### src/rtl/systolic_word_feeder.sv
// -----------------------------------------------------------------------------
// systolic_word_feeder
//
// Upstream stage of the systolic PE chain. Samples arrive at an irregular rate
// over a valid/ready handshake and are queued in a small FIFO. Each slot lasts
// SLOT_CYCLES clocks. At every slot boundary the FIFO head is moved onto
// feedword and held there for the whole slot. Slot and frame timing are
// generated here and stay aligned to the PE's internal count/wordIndex.
//
// Ports
//   clk30x       in   clock, all logic on the rising edge
//   reset        in   synchronous, active-high
//   in_word      in   incoming sample (two's complement, passed through untouched)
//   in_valid     in   in_word is valid
//   in_ready     out  FIFO can accept a sample (not full)
//   feedword     out  word presented to the PE chain, constant within a slot
//   slot_start   out  first cycle of a slot
//   word_index   out  slot number within the frame
//   frame_start  out  first cycle of slot 0 of a frame
//   fifo_level   out  registered FIFO occupancy, 0..FIFO_DEPTH
//   underflow    out  sticky flag: a slot began while the FIFO was empty
// -----------------------------------------------------------------------------
module systolic_word_feeder #(
    parameter int WORDLENGTH  = 16,
    parameter int SLOT_CYCLES = 30,
    parameter int FRAME_WORDS = 8,
    parameter int FIFO_DEPTH  = 4
) (
    input  logic                          clk30x,
    input  logic                          reset,
    input  logic [WORDLENGTH-1:0]         in_word,
    input  logic                          in_valid,
    output logic                          in_ready,
    output logic [WORDLENGTH-1:0]         feedword,
    output logic                          slot_start,
    output logic [$clog2(FRAME_WORDS)-1:0] word_index,
    output logic                          frame_start,
    output logic [$clog2(FIFO_DEPTH):0]   fifo_level,
    output logic                          underflow
);

    localparam int SC_W  = $clog2(SLOT_CYCLES);
    localparam int WI_W  = $clog2(FRAME_WORDS);
    localparam int PTR_W = $clog2(FIFO_DEPTH);
    localparam int LVL_W = PTR_W + 1;

    localparam logic [SC_W-1:0]  SLOT_LAST  = SC_W'(SLOT_CYCLES - 1);
    localparam logic [WI_W-1:0]  FRAME_LAST = WI_W'(FRAME_WORDS - 1);
    localparam logic [LVL_W-1:0] LVL_FULL   = LVL_W'(FIFO_DEPTH);

    // ---------------------------------------------------------------------
    // State
    // ---------------------------------------------------------------------
    logic [SC_W-1:0]       slot_count_reg,  slot_count_next;
    logic [WI_W-1:0]       word_index_reg,  word_index_next;
    logic [PTR_W-1:0]      rd_ptr_reg,      rd_ptr_next;
    logic [PTR_W-1:0]      wr_ptr_reg,      wr_ptr_next;
    logic [LVL_W-1:0]      level_reg,       level_next;
    logic [WORDLENGTH-1:0] feedword_reg,    feedword_next;
    logic                  underflow_reg,   underflow_next;

    logic [WORDLENGTH-1:0] fifo_mem [FIFO_DEPTH];

    logic boundary;
    logic fifo_full;
    logic fifo_empty;
    logic push;
    logic pop;

    // ---------------------------------------------------------------------
    // Control decode
    // ---------------------------------------------------------------------
    // The boundary is the edge on which slot_count wraps to 0. Emptiness is
    // judged on the registered level, so a word pushed on that same edge is
    // not forwarded: that slot underflows and the word waits for the next.
    assign boundary   = (slot_count_reg == SLOT_LAST);
    assign fifo_full  = (level_reg == LVL_FULL);
    assign fifo_empty = (level_reg == '0);
    assign push       = in_valid && !fifo_full;
    assign pop        = boundary && !fifo_empty;

    always_comb begin
        slot_count_next = slot_count_reg + SC_W'(1);
        word_index_next = word_index_reg;
        rd_ptr_next     = rd_ptr_reg;
        wr_ptr_next     = wr_ptr_reg;
        level_next      = level_reg;
        feedword_next   = feedword_reg;
        underflow_next  = underflow_reg;

        if (boundary) begin
            slot_count_next = '0;
            word_index_next = (word_index_reg == FRAME_LAST) ? '0
                                                             : word_index_reg + WI_W'(1);
            if (fifo_empty) begin
                feedword_next  = '0;
                underflow_next = 1'b1;
            end else begin
                feedword_next  = fifo_mem[rd_ptr_reg];
            end
        end

        // FIFO_DEPTH is a power of two, so pointers wrap naturally.
        if (pop) begin
            rd_ptr_next = rd_ptr_reg + PTR_W'(1);
        end
        if (push) begin
            wr_ptr_next = wr_ptr_reg + PTR_W'(1);
        end

        case ({push, pop})
            2'b10:   level_next = level_reg + LVL_W'(1);
            2'b01:   level_next = level_reg - LVL_W'(1);
            default: level_next = level_reg;
        endcase
    end

    // ---------------------------------------------------------------------
    // Registers
    // ---------------------------------------------------------------------
    // Counters reset to their last values so the first active edge after
    // reset opens slot 0 of frame 0, matching the PE count resetting to -1.
    always_ff @(posedge clk30x) begin
        if (reset) begin
            slot_count_reg <= SLOT_LAST;
            word_index_reg <= FRAME_LAST;
            rd_ptr_reg     <= '0;
            wr_ptr_reg     <= '0;
            level_reg      <= '0;
            feedword_reg   <= '0;
            underflow_reg  <= 1'b0;
        end else begin
            slot_count_reg <= slot_count_next;
            word_index_reg <= word_index_next;
            rd_ptr_reg     <= rd_ptr_next;
            wr_ptr_reg     <= wr_ptr_next;
            level_reg      <= level_next;
            feedword_reg   <= feedword_next;
            underflow_reg  <= underflow_next;
        end
    end

    // Storage array; contents need no reset because the pointers and level
    // define which entries are meaningful.
    always_ff @(posedge clk30x) begin
        if (push && !reset) begin
            fifo_mem[wr_ptr_reg] <= in_word;
        end
    end

    // ---------------------------------------------------------------------
    // Outputs
    // ---------------------------------------------------------------------
    assign in_ready    = !fifo_full;
    assign feedword    = feedword_reg;
    assign slot_start  = (slot_count_reg == '0);
    assign word_index  = word_index_reg;
    assign frame_start = slot_start && (word_index_reg == '0);
    assign fifo_level  = level_reg;
    assign underflow   = underflow_reg;

endmodule

### config.mk
export PLATFORM = sky130hd
export DESIGN_NAME = systolic_word_feeder
export DESIGN_NICKNAME = d
export VERILOG_FILES = /design/src/rtl/systolic_word_feeder.sv
export SDC_FILE = /design/constraint.sdc
export NUM_CORES = 1
export LEC_CHECK = 0
export CAP_MARGIN = 20
export CORE_ASPECT_RATIO = 0.6
export CORE_MARGIN = 5
export CORE_UTILIZATION = 35
export DETAILED_ROUTE_END_ITERATION = 16
export DONT_BUFFER_PORTS = 1
export PLACE_DENSITY = 0.55
export SLEW_MARGIN = 15
export SYNTH_ARGS = -nofsm -noshare
export SYNTH_HDL_FRONTEND = slang
export SYNTH_SLANG_ARGS = --single-unit
### constraint.sdc
create_clock -name clk30x -period 2.4 [get_ports clk30x]
set_input_delay 0.48 -clock clk30x [delete_from_list [all_inputs] [get_ports clk30x]]
set_output_delay 0.48 -clock clk30x [all_outputs]
set_load 0.01 [all_outputs]
==> Yosys cells after proc, flatten, opt, wreduce, memory -nomap -nowiden <==
Memory sizes are Yosys's and may differ from the RTL's. A register that Yosys moved wholly into a read port is not among the register bits.
Index checks and enable logic that the tools add are counted.
{ "classes": {"addsub": 6, "n_reduce_logical": 13, "muxes": 8, "n_eq_ne": 5} }
{ "ops": {"columns": ["op", "count"], "rows": [
  ["16-bit two-way mux", 1],
  ["3-bit by 1-bit adder with 3-bit output (second input constant)", 2],
  ["3-bit == test (second input constant)", 2],
  ["3-bit logical NOT", 2],
  ["3-bit case mux with 2 select lines", 1],
  ["5-bit by 1-bit adder with 5-bit output (second input constant)", 1],
  ["5-bit == test (second input constant)", 1],
  ["5-bit logical NOT", 1],
  ["5-bit two-way mux", 1],
  ["2-bit by 1-bit adder with 2-bit output (second input constant)", 2],
  ["1-bit logical AND", 4],
  ["2-bit two-way mux", 2],
  ["1-bit logical NOT", 3],
  ["3-bit two-way mux", 1],
  ["3-bit by 1-bit subtractor with 3-bit output (second input constant)", 1],
  ["2-bit by 1-bit == test with 1-bit output (second input constant)", 1],
  ["2-bit == test (second input constant)", 1],
  ["1-bit two-way mux", 2],
  ["2-bit AND reduction", 1],
  ["2-bit nonzero test", 1],
  ["2-bit OR reduction", 1]
]} }
{ "word_totals": {"wordCells": 41, "out_inout_bits": 26, "memories": 1, "mem_bits_rw": 64, "input_bits": 19, "ff_bits": 32} }
{ "memory_table": {"columns": ["memory", "depth", "width", "rd", "rd_ports_with_merged_regs", "write_ports", "line_no", "source"], "rows": [
  ["fifo_mem", 4, 16, 1, 1, 1, "62", "logic [WORDLENGTH-1:0] fifo_mem [FIFO_DEPTH];"]
]} }

==> Longest topological paths before layout <==
Gate-level depths: netlist of run 1.
{ "depth": {"word_depth": 6, "depth_mapped": 11, "depth_no_buf": 10} }

==> Worst setup path before layout of run 1 <==
Ideal clock, no wire load.
{ "synth_timing": {"path_type": "flip-flop to flip-flop", "from": "register slot_count_reg[0]", "to": "register level_reg[2] (netlist: fifo_level[2])", "period_less_slack_ns": 2.322, "t_arrival_ns": 2.252, "path_stages_with_launch": 11, "t_required_ns": 2.329, "path_buffers": 1, "slack_ns": 0.078, "setup_time_ns": 0.071, "path_cell_list": "dfxtp_1 > ha_1 > nand4_4 > clkbuf_1 > nor2_1 > ha_1 > inv_1 > fa_1 > xor2_1 > or3_1 > a21oi_1"} }
{ "synth_between": {"elab_chain_cells": 4, "elab_cells_between_ends": 6, "cone_classes": "3 x eq/ne; 1 x mux; 2 x reduce/logical"} }
{ "synth_lines": {"columns": ["item", "line_no", "source"], "rows": [
  ["start, declared", "54", "logic [SC_W-1:0] slot_count_reg, slot_count_next;"],
  ["start signal, assigned", "133", "slot_count_reg <= slot_count_next;"],
  ["5-bit == test (*)", "76", "assign boundary = (slot_count_reg == SLOT_LAST);"],
  ["1-bit logical AND (*)", "80", "assign pop = boundary && !fifo_empty;"],
  ["named net pop", "68", "logic pop;"],
  ["2-bit by 1-bit == test with 1-bit output / 2-bit == test (equally long branches)", "111", "case ({push, pop})"],
  ["3-bit case mux with 2 select lines / 2-bit nonzero test (equally long branches)", null, null],
  ["end signal, assigned", "137", "level_reg <= level_next;"],
  ["end, declared", "58", "logic [LVL_W-1:0] level_reg, level_next;"]
]} }
Mark *: on every way through the listed nets, which the timed path passes. The rest lies on a longest branch.
A chain may end at the register's enable or synchronous reset.

==> Final worst setup path of run 1 <==
Ends and elaborated chain as after synthesis.

==> flow_metrics.py, run 1 <==
metrics = {
    "outcome": {
        "status": "finished clean",
    },
    "logic_synthesis": {
        "synth_area_sq_mm": 0.00375,
        "yosysWarnings": 0,
        "synthTopCellsByArea": "edfxtp_1 51%, dfxtp_1 18%, mux4_2 9.6%",
        "synth_top_area_share_pct": 51.3,
        "ys_seq_area_share_pct": 69.5,
        "syn_nets": 253,
        "synthFlopType": "edfxtp_1",
        "synthCells": 222,
        "yosysMostFrequentCell": "edfxtp_1",
        "yosysTopAreaCell": "edfxtp_1",
        "synth-edff-count": 64,
        "postSynthAreaPerCell_sq_um": 16.9,
        "synth_common_cells": "64 x edfxtp_1, 34 x dfxtp_1, 16 x a32o_1, 16 x mux4_2, 14 x inv_1",
        "synth_seq_cells": 98,
        "synthDistinctLibCells": 35,
        "async_reset_ff_share_pct": 0,
    },
    "critical_path": {
        "r2r_start": "slot_count_reg[0]$_SDFF_PP1_",
        "crit_family": "adder cells",
        "crit_chain": "ha_1 -> nand4_4 -> nor2_1 -> ha_1 -> inv_1 -> fa_1 -> xor2_1 -> or3_1 -> a21oi_1",
        "cp-start-kind": "register",
        "cp_slowest_cell": "dfxtp_1",
        "r2r_cells": 9,
        "slowest_delay_ns": 0.40,
        "cp-startpoint": "slot_count_reg[0]$_SDFF_PP1_",
        "critical_path_required_ns": 2.67,
        "cp_num_buf_inv": 1,
        "cp.arrival_ns": 2.48,
        "cp_common_cell": "ha_1",
        "crit_path_end_kind": "register",
        "cp.depth": 9,
        "cp_max_fo": 5,
        "path_class": "reg2reg",
    },
    "worst_hold_path": {
        "hold_path.class": "in2reg",
        "hold_path_depth": 1,
        "min_from": "reset",
    },
    "die": {
        "initial_utilization_pct": 35.6,
        "fp.coreArea_sq_mm": 0.0105,
        "ios": 45,
        "die_w_microns": 144,
        "fp.dieArea_sq_mm": 0.0129,
        "num_rows": 29,
        "die_h_microns": 90.1,
    },
    "placed_design": {
        "routabilityCongestion": 0.691,
        "dpl_worst_slack_ns": 0.218,
        "post-place-cells": 365,
        "dp_hpwl_mm": 4.59,
        "numPortBuffers": 0,
    },
    "power": {
        "swShare_pct": 30.1,
        "pwr-share-seq_pct": 46.9,
        "total_power_mw": 4.75,
        "p_int_mw": 3.32,
        "switchingPower_mw": 1.43,
        "p_clk_share_pct": 31.0,
        "ir_drop_mv": 0.498,
        "power.density_mw_per_mm2": 1110,
        "p_comb_share_pct": 22.0,
        "p_leak_nw": 1.46,
    },
    "sta": {
        "tightest_slew_ns": 0.759,
        "fmax_mhz": 453,
        "setup_tns_ns": 0,
        "period_share_pct": 92.1,
        "clock_skew_ns": 0.00499,
        "rsz0062_at_grt": "no",
        "finalMaxSlewViolations": 0,
        "min_period_ns": 2.21,
        "finalWorstSetupSlack_ns": 0.190,
        "hold_viol_final": 0,
        "max-slew-margin-rel_pct": 49.2,
        "finalSetupViolations": 0,
        "whs_ns": 0.205,
    },
    "cts": {
        "numCtsBuffers": 9,
        "clockBufferDepth": 2,
        "cts_hold_buf": 0,
        "worstSkewPairLatency_ns": 0.34,
        "cts_tree": "yes",
        "clkSinkCount": 98,
        "path_clk_slew_ns": 0.07,
        "ctsHtreeMaxLevel": 3,
        "clockRootBuffer": "clkbuf_16",
    },
    "route": {
        "first_pass_iters": 4,
        "drc": 0,
        "wire_per_inst_microns": 18.8,
        "vias": 1936,
        "avgViaCountPerCell": 5.08,
        "drtIter0Drc": 64,
        "drt_wl_total_mm": 7.18,
        "final_antenna_net_count": 0,
    },
    "global_routing": {
        "antenna_found_initial": 0,
        "grt_remaining_overflow": 0,
        "grt_pass1_wl_mm": 11.5,
        "grt_max_degree": 28,
        "grt_usage_pct": 12.0,
        "grt_pass1_vias": 1951,
    },
    "finish": {
        "drive_above_1_share_pct": 21.1,
        "largest_reg_flops": 64,
        "fin_nets": 268,
        "area_growth_pct": 14.5,
        "antenna_cells": 0,
        "final-instance-count-excl-fill": 381,
    },
    "flow_run": {
        "cap_violations": 0,
    },
}
-- kinds of logic (layout without fill, tap and decap cells) --
family | Yosys count | count (layout) | synth area share, %
adder cells (fa/ha/maj) | 12 | 12 | 4.21
AO/OA/AOI/OAI | 37 | 37 | 7.55
multiplexers | 16 | 16 | 9.62
XOR/XNOR | 4 | 4 | 0.935
flip-flops | 98 | 98 | 69.5
buffers and inverters | 25 | 45 | 2.97
AND/OR/NAND/NOR | 30 | 30 | 5.24
-- stage by stage --
stage | util [%] | cell area (sq um)
detailed placement | 37.8 | 3970
finish | 40.8 | 4290
CTS | 40.7 | 4290
global placement | 37.8 | 3970
floorplan | - | 3750
global route | 40.8 | 4290
-- metal layers --
layer,share of wire [%],GRT usage [%],up-vias
met5,0,0,-
met4,1.1,3.53,0
met3,9.9,6.89,8
met2,43,16.3,50
met1,46,16.2,973
li1,-,-,905
-- power groups by stage --
stage | Combinational, mW | Clock (mW) | Sequential, mW
floorplan | 0.781 | 0 | 2.23
global placement | 1.04 | 0 | 2.26
detailed placement | 1.05 | 0 | 2.27
CTS | 1.06 | 1.52 | 2.23
global route | 1.19 | 1.59 | 2.26
finish | 1.05 | 1.47 | 2.23
-- area by class of cell --
cell class                      count  area (sq um)
Clock inverter                      7          86.3
Multi-Input combinational cell     99          1040
Clock buffer                        9           225
Fill cell                         952          6230
Timing Repair Buffer               15           113
Sequential cell                    98          2600
Inverter                           14          52.6
Tap cell                          139           174
-- final timing paths --
check | slack [ns] | end
setup / recovery | 0.19 | fifo_level[2]$_SDFFE_PP0P_
hold / removal | 0.20 | wr_ptr_reg[1]$_SDFFE_PP0P_
setup reg to reg | 0.19 | fifo_level[2]$_SDFFE_PP0P_
hold reg to reg | 0.48 | register
-- placed cells by master, fill, tap and decap left out, drive strengths merged, types with 3 or more instances in the layout --
cell type,synthesis,layout
mux4,16,16
and2,4,4
nand2,4,4
xor2,3,3
a21oi,8,8
ha,11,11
dfxtp,34,34
buf,5,15
nand3,4,4
nor2,5,5
o21ai,8,8
edfxtp,64,64
clkbuf,6,9
nor3,4,4
a32o,16,16
inv,14,17
-- timing repair --
item,CTS,global route
setup endpoints to repair,0,1
buffers inserted,0,0
resized for setup,0,1
-- worst register-to-register path, delay by kind of cell, from the launching register on --
family	cells	cell delay (ns)
adders and majority gates	3	0.82
and+or+nand+nor	3	0.55
DFF	1	0.40
xor gates and xnor gates	1	0.16
AOI/OAI and AO/OA	1	0.15
buffers and inverters	1	0.06
Note: power is estimated with default switching activity, not from simulation.
==> run 2: changes to the inputs <==
- CORE_MARGIN: 5 -> default
==> run 2 against run 1 <==
Flip-flop and latch count did not move. Via count decreased by 2.7%. Cell count is 1.6% lower. Global-route usage increased by 2.0 points. Largest cell class unchanged. Largest power group unchanged. Highest routed layer unchanged.
==> flow_metrics.py, run 2 (synthesis results as in run 1) <==
metrics = {
    "sta": {
        "setup_tns_ns": 0,
        "finalSetupViolations": 0,
        "rsz0062_at_grt": "no",
        "finalMaxSlewViolations": 0,
        "whs_ns": 0.212,
        "hold_viol_final": 0,
        "fmax_mhz": 462,
        "min_period_ns": 2.17,
        "clock_skew_ns": 0.00518,
        "period_share_pct": 90.3,
        "max-slew-margin-rel_pct": 46.3,
        "tightest_slew_ns": 0.803,
    },
    "route": {
        "avgViaCountPerCell": 5.02,
        "drt_wl_total_mm": 6.88,
        "drc": 0,
        "top_layer": "met4",
        "drt-met1-wl_mm": 3.33,
        "first_pass_iters": 4,
        "final_antenna_net_count": 0,
        "wire_per_inst_microns": 18.3,
        "wl_met3_microns": 629,
        "drtIter0Drc": 123,
        "vias": 1884,
        "wl_met2_mm": 2.89,
    },
    "power": {
        "switchingPower_mw": 1.35,
        "p_int_mw": 3.27,
        "p_leak_nw": 1.44,
        "power.density_mw_per_mm2": 1090,
        "ir_drop_mv": 0.372,
        "p_comb_share_pct": 22.0,
        "p_clk_share_pct": 29.7,
        "swShare_pct": 29.2,
        "total_power_mw": 4.62,
        "pwr-share-seq_pct": 48.4,
    },
    "finish": {
        "fin_nets": 266,
        "postLayoutCoreUtil_pct": 41.9,
        "final-instance-count-excl-fill": 375,
        "register_area_sq_mm": 0.00260,
        "antenna_cells": 0,
        "layout_common_cells": "64 x edfxtp_1, 34 x dfxtp_1, 16 x mux4_2, 16 x a32o_1, 14 x inv_1",
        "multiInputGateArea_sq_mm": 0.00104,
        "drive_above_1_share_pct": 19.2,
        "fillers": 900,
        "area_growth_pct": 13.3,
        "largest_reg_flops": 64,
        "final_common_cell": "edfxtp_1",
    },
    "die": {
        "die_h_microns": 82.1,
        "num_rows": 28,
        "initial_utilization_pct": 37.0,
        "die_w_microns": 136,
        "ios": 45,
        "fp.coreArea_sq_mm": 0.0101,
        "fp.dieArea_sq_mm": 0.0111,
    },
    "cts": {
        "clockRootBuffer": "clkbuf_16",
        "post_cts_resized": 0,
        "worstSkewPairLatency_ns": 0.33,
        "cts_tree": "yes",
        "postCtsSetupRepairBufs": 0,
        "clkSinkCount": 98,
        "ctsHtreeMaxLevel": 3,
        "numCtsBuffers": 9,
        "path_clk_slew_ns": 0.06,
        "clockBufferDepth": 2,
        "cts_hold_buf": 0,
    },
    "critical_path": {
        "path_class": "reg2reg",
        "cp_max_fo": 5,
        "cp-start-kind": "register",
        "crit_path_end_kind": "register",
        "cp_slowest_cell": "dfxtp_1",
        "cp.arrival_ns": 2.43,
        "slowest_delay_ns": 0.40,
        "crit_chain": "ha_2 -> nand4_4 -> nor2_1 -> ha_1 -> inv_1 -> fa_1 -> xor2_1 -> or3_1 -> a21oi_1",
        "critical_path_required_ns": 2.66,
    },
    "global_routing": {
        "grt_remaining_overflow": 0,
        "grt_pass1_wl_mm": 11.1,
        "antenna_found_initial": 0,
        "grt_max_degree": 28,
        "grt_pass1_vias": 1946,
        "grt_usage_pct": 14.0,
    },
    "outcome": {
        "status": "finished clean",
    },
    "worst_hold_path": {
        "hold_path.class": "in2reg",
    },
    "placed_design": {
        "dp_hpwl_mm": 4.43,
        "post-place-cells": 359,
        "routabilityCongestion": 0.700,
        "numPortBuffers": 0,
    },
    "flow_run": {
        "cap_violations": 0,
    },
}
## run 2: cell count changes in the layout (fill, tap and decap cells not counted), sizes merged
cell and change:
inv -2, buf -2, clkinv +3, clkinvlp -1
## run 2: per-stage QoR
step / area [sq um] / setup slack, ns
4_1_cts: 4240 / 0.175
3_3_place_gp: 3950 / 0.243
6_report: 4250 / 0.234
3_5_place_dp: 3950 / 0.204
5_1_grt: 4250 / 0.0270
2_1_floorplan: 3750 / 0.0780
## run 2: cell type report
class                   count  area share, %
clock buffers               9           5.31
clock inverters             7           1.39
repair buffers             13           2.30
well taps                 135           3.98
flip-flops and latches     98           61.3
multi-input cells          99           24.5
inverters                  14           1.24
## run 2: final timing paths
check | from | cells past startpoint | slack, ns | to
max reg2reg | slot_count_reg[0]$_SDFF_PP1_ | 9 | 0.23 | fifo_level[2]$_SDFFE_PP0P_
max | slot_count_reg[0]$_SDFF_PP1_ | 9 | 0.23 | fifo_level[2]$_SDFFE_PP0P_
min reg2reg | rd_ptr_reg[1]$_SDFFE_PP0P_ | 2 | 0.47 | register
min | reset | 1 | 0.21 | rd_ptr_reg[0]$_SDFFE_PP0P_
## run 2: worst max-delay path, delay by kind of cell, from the launching register on
| family | cells | cell delay (ns) |
|---|---|---|
| and+or+nand+nor | 3 | 0.53 |
| adders and majority gates | 3 | 0.81 |
| DFF | 1 | 0.40 |
| AOI/OAI and AO/OA | 1 | 0.14 |
| buffers and inverters | 1 | 0.06 |
| xor gates and xnor gates | 1 | 0.16 |
## run 2: power by group through the flow
stage               Combinational (mW)  Sequential (mW)  Clock, mW
floorplan                        0.781             2.23          0
global placement                  1.02             2.26          0
detailed placement                1.03             2.27          0
CTS                               1.03             2.23       1.41
global route                      1.15             2.27       1.50
finish                            1.01             2.23       1.37
## run 2: per-layer routing
layer,vias up,track usage (%)
met1,937,19.0
met4,0,4.72
li1,893,-
met3,2,6.78
met5,-,0
met2,52,19.4
==> run 3: changes to the inputs <==
- PLACE_DENSITY: 0.55 -> 0.53
- clock period: 2.4 -> 2 ns (I/O delays scaled with it)
==> run 3 against run 2 <==
Flip-flop and latch count stayed put. Via count increased by 3.2%. Critical endpoint unchanged. Critical path type unchanged. Largest power group unchanged. Global-route usage grew 0.23 points. Highest routed layer unchanged. Combinational power increased by 44%. Cell count up 2.4%. Sequential share of layout area shrank 2.2 points.
==> flow_metrics.py, run 3 (synthesis results as in run 1) <==
metrics = {
    "cts": {
        "ctsHtreeMaxLevel": 3,
        "path_clk_slew_ns": 0.07,
        "clockBufferDepth": 2,
        "cts_tree": "yes",
        "numCtsBuffers": 9,
        "clockRootBuffer": "clkbuf_16",
        "worstSkewPairLatency_ns": 0.33,
        "cts_hold_buf": 0,
        "clkSinkCount": 98,
    },
    "route": {
        "final_antenna_net_count": 0,
        "drt_wl_total_mm": 7.03,
        "drtIter0Drc": 167,
        "vias": 1945,
        "first_pass_iters": 4,
        "drc": 0,
        "wire_per_inst_microns": 18.3,
        "avgViaCountPerCell": 5.07,
    },
    "sta": {
        "clock_skew_ns": 0.00671,
        "period_share_pct": 98.8,
        "hold_viol_final": 0,
        "tightest_slew_ns": 0.750,
        "min_period_ns": 1.98,
        "fmax_mhz": 506,
        "finalSetupViolations": 0,
        "finalMaxSlewViolations": 0,
        "finalWorstSetupSlack_ns": 0.0242,
        "max-slew-margin-rel_pct": 49.8,
        "rsz0062_at_grt": "yes",
    },
    "critical_path": {
        "r2r_start": "fifo_level[1]$_SDFFE_PP0P_",
        "cp-endpoint": "fifo_level[2]$_SDFFE_PP0P_",
        "reg2reg_to": "fifo_level[2]$_SDFFE_PP0P_",
        "path_class": "reg2reg",
        "cp.arrival_ns": 2.25,
        "r2r_setup_slack_ns": 0.02,
        "crit_chain": "nor3b_2 -> inv_1 -> nand2_2 -> ha_4 -> inv_2 -> fa_2 -> xor2_1 -> or3_1 -> a21oi_2",
        "cp-startpoint": "fifo_level[1]$_SDFFE_PP0P_",
        "cp_max_fo": 3,
        "r2r_cells": 9,
        "cp-start-kind": "register",
        "crit_family": "simple AND/OR/NAND/NOR gates",
        "slowest_delay_ns": 0.36,
        "cp_slowest_cell": "or3_1",
        "cp.depth": 9,
        "cp_num_buf_inv": 2,
        "crit_path_end_kind": "register",
        "critical_path_required_ns": 2.27,
    },
    "finish": {
        "area_growth_pct": 17.8,
        "postLayoutCoreUtil_pct": 43.6,
        "final_common_cell": "edfxtp_1",
        "antenna_cells": 0,
        "largest_reg_flops": 64,
        "drive_above_1_share_pct": 28.5,
        "layout_common_cells": "64 x edfxtp_1, 31 x dfxtp_1, 23 x buf_4",
        "final-instance-count-excl-fill": 384,
        "fin_nets": 276,
        "final_cell_area_sq_mm": 0.00441,
    },
    "placed_design": {
        "dpl_worst_slack_ns": 0.000633,
        "numPortBuffers": 0,
        "dpl_cell_area_sq_mm": 0.00404,
        "post-place-cells": 366,
        "routabilityCongestion": 0.732,
        "dp_hpwl_mm": 4.57,
    },
    "flow_run": {
        "cap_violations": 0,
    },
    "global_routing": {
        "grt_remaining_overflow": 0,
        "grt_max_degree": 28,
        "grt_pass1_wl_mm": 11.3,
        "grt_usage_pct": 14.2,
        "antenna_found_initial": 0,
        "grt_pass1_vias": 2004,
    },
    "power": {
        "switchingPower_mw": 1.71,
        "p_clk_share_pct": 30.6,
        "pwr-share-seq_pct": 45.0,
        "p_leak_nw": 1.52,
        "p_comb_share_pct": 24.4,
        "power.density_mw_per_mm2": 1350,
        "p_int_mw": 4.23,
        "total_power_mw": 5.94,
        "ir_drop_mv": 0.468,
        "swShare_pct": 28.8,
    },
    "worst_hold_path": {
        "hold_path.class": "in2reg",
    },
    "die": {
        "die_h_microns": 82.1,
        "fp.coreArea_sq_mm": 0.0101,
        "initial_utilization_pct": 37.0,
        "num_rows": 28,
        "die_w_microns": 136,
        "fp.dieArea_sq_mm": 0.0111,
        "ios": 45,
    },
    "outcome": {
        "status": "finished clean",
    },
}
[run 3: changes by cell type in the layout (fill, tap and decap cells not counted), sizes merged]
cell    previous run  this run
bufinv             1         2
clkinv             5         3
clkbuf             9        10
buf               13        23
inv               15        14
[run 3: how the worst min path moves through the flow]
stage                                           from                         end  slack, ns  depth (start not counted)
after floorplan           rd_ptr_reg[1]$_SDFFE_PP0P_                    register       0.45                          2
after global placement    rd_ptr_reg[1]$_SDFFE_PP0P_                    register       0.46                          2
after detailed placement                       reset  wr_ptr_reg[1]$_SDFFE_PP0P_       0.47                          1
after CTS                                      reset  wr_ptr_reg[1]$_SDFFE_PP0P_       0.11                          1
after global routing                           reset  fifo_level[2]$_SDFFE_PP0P_       0.11                          1
final                                          reset  fifo_level[2]$_SDFFE_PP0P_       0.12                          1
[run 3: routing by layer]
metal / part of all wire [%] / GRT usage (%) / wire length (microns) / up-vias
li1: - / - / - / 913
met1: 46 / 17.5 / 3200 / 982
met2: 46 / 22.1 / 3220 / 48
met3: 8.4 / 7.08 / 593 / 2
met4: 0.31 / 4.38 / 22 / 0
met5: 0 / 0 / 0 / -
[run 3: final cells by class]
type,count,area [sq um]
timing repair buffer,23,173
multi-input combinational,99,1090
clock buffer,10,239
clock inverter,5,78.8
inverter,14,52.6
tap,135,169
sequential,98,2610
fill,878,5710
[run 3: stage by stage]
stage          hold slack (ns)  TNS, ns
2_1_floorplan            0.453   -0.147
3_5_place_dp             0.474        0
5_1_grt                  0.107   -0.105
3_3_place_gp             0.458        0
6_report                 0.125        0
4_1_cts                  0.112        0
[run 3: repair_timing]
action                     CTS  global route
setup endpoints to repair    2            18
pin swaps                    0             9
setup buffers                0             3
gates resized for setup      2             5
[run 3: power groups by stage]
stage               clock [mW]  combinational (mW)  sequential, mW
finish                    1.82                1.45            2.67
global route              1.94                1.63            2.71
CTS                       1.87                1.41            2.68
detailed placement           0                1.38            2.72
global placement             0                1.37            2.71
floorplan                    0                1.01            2.68
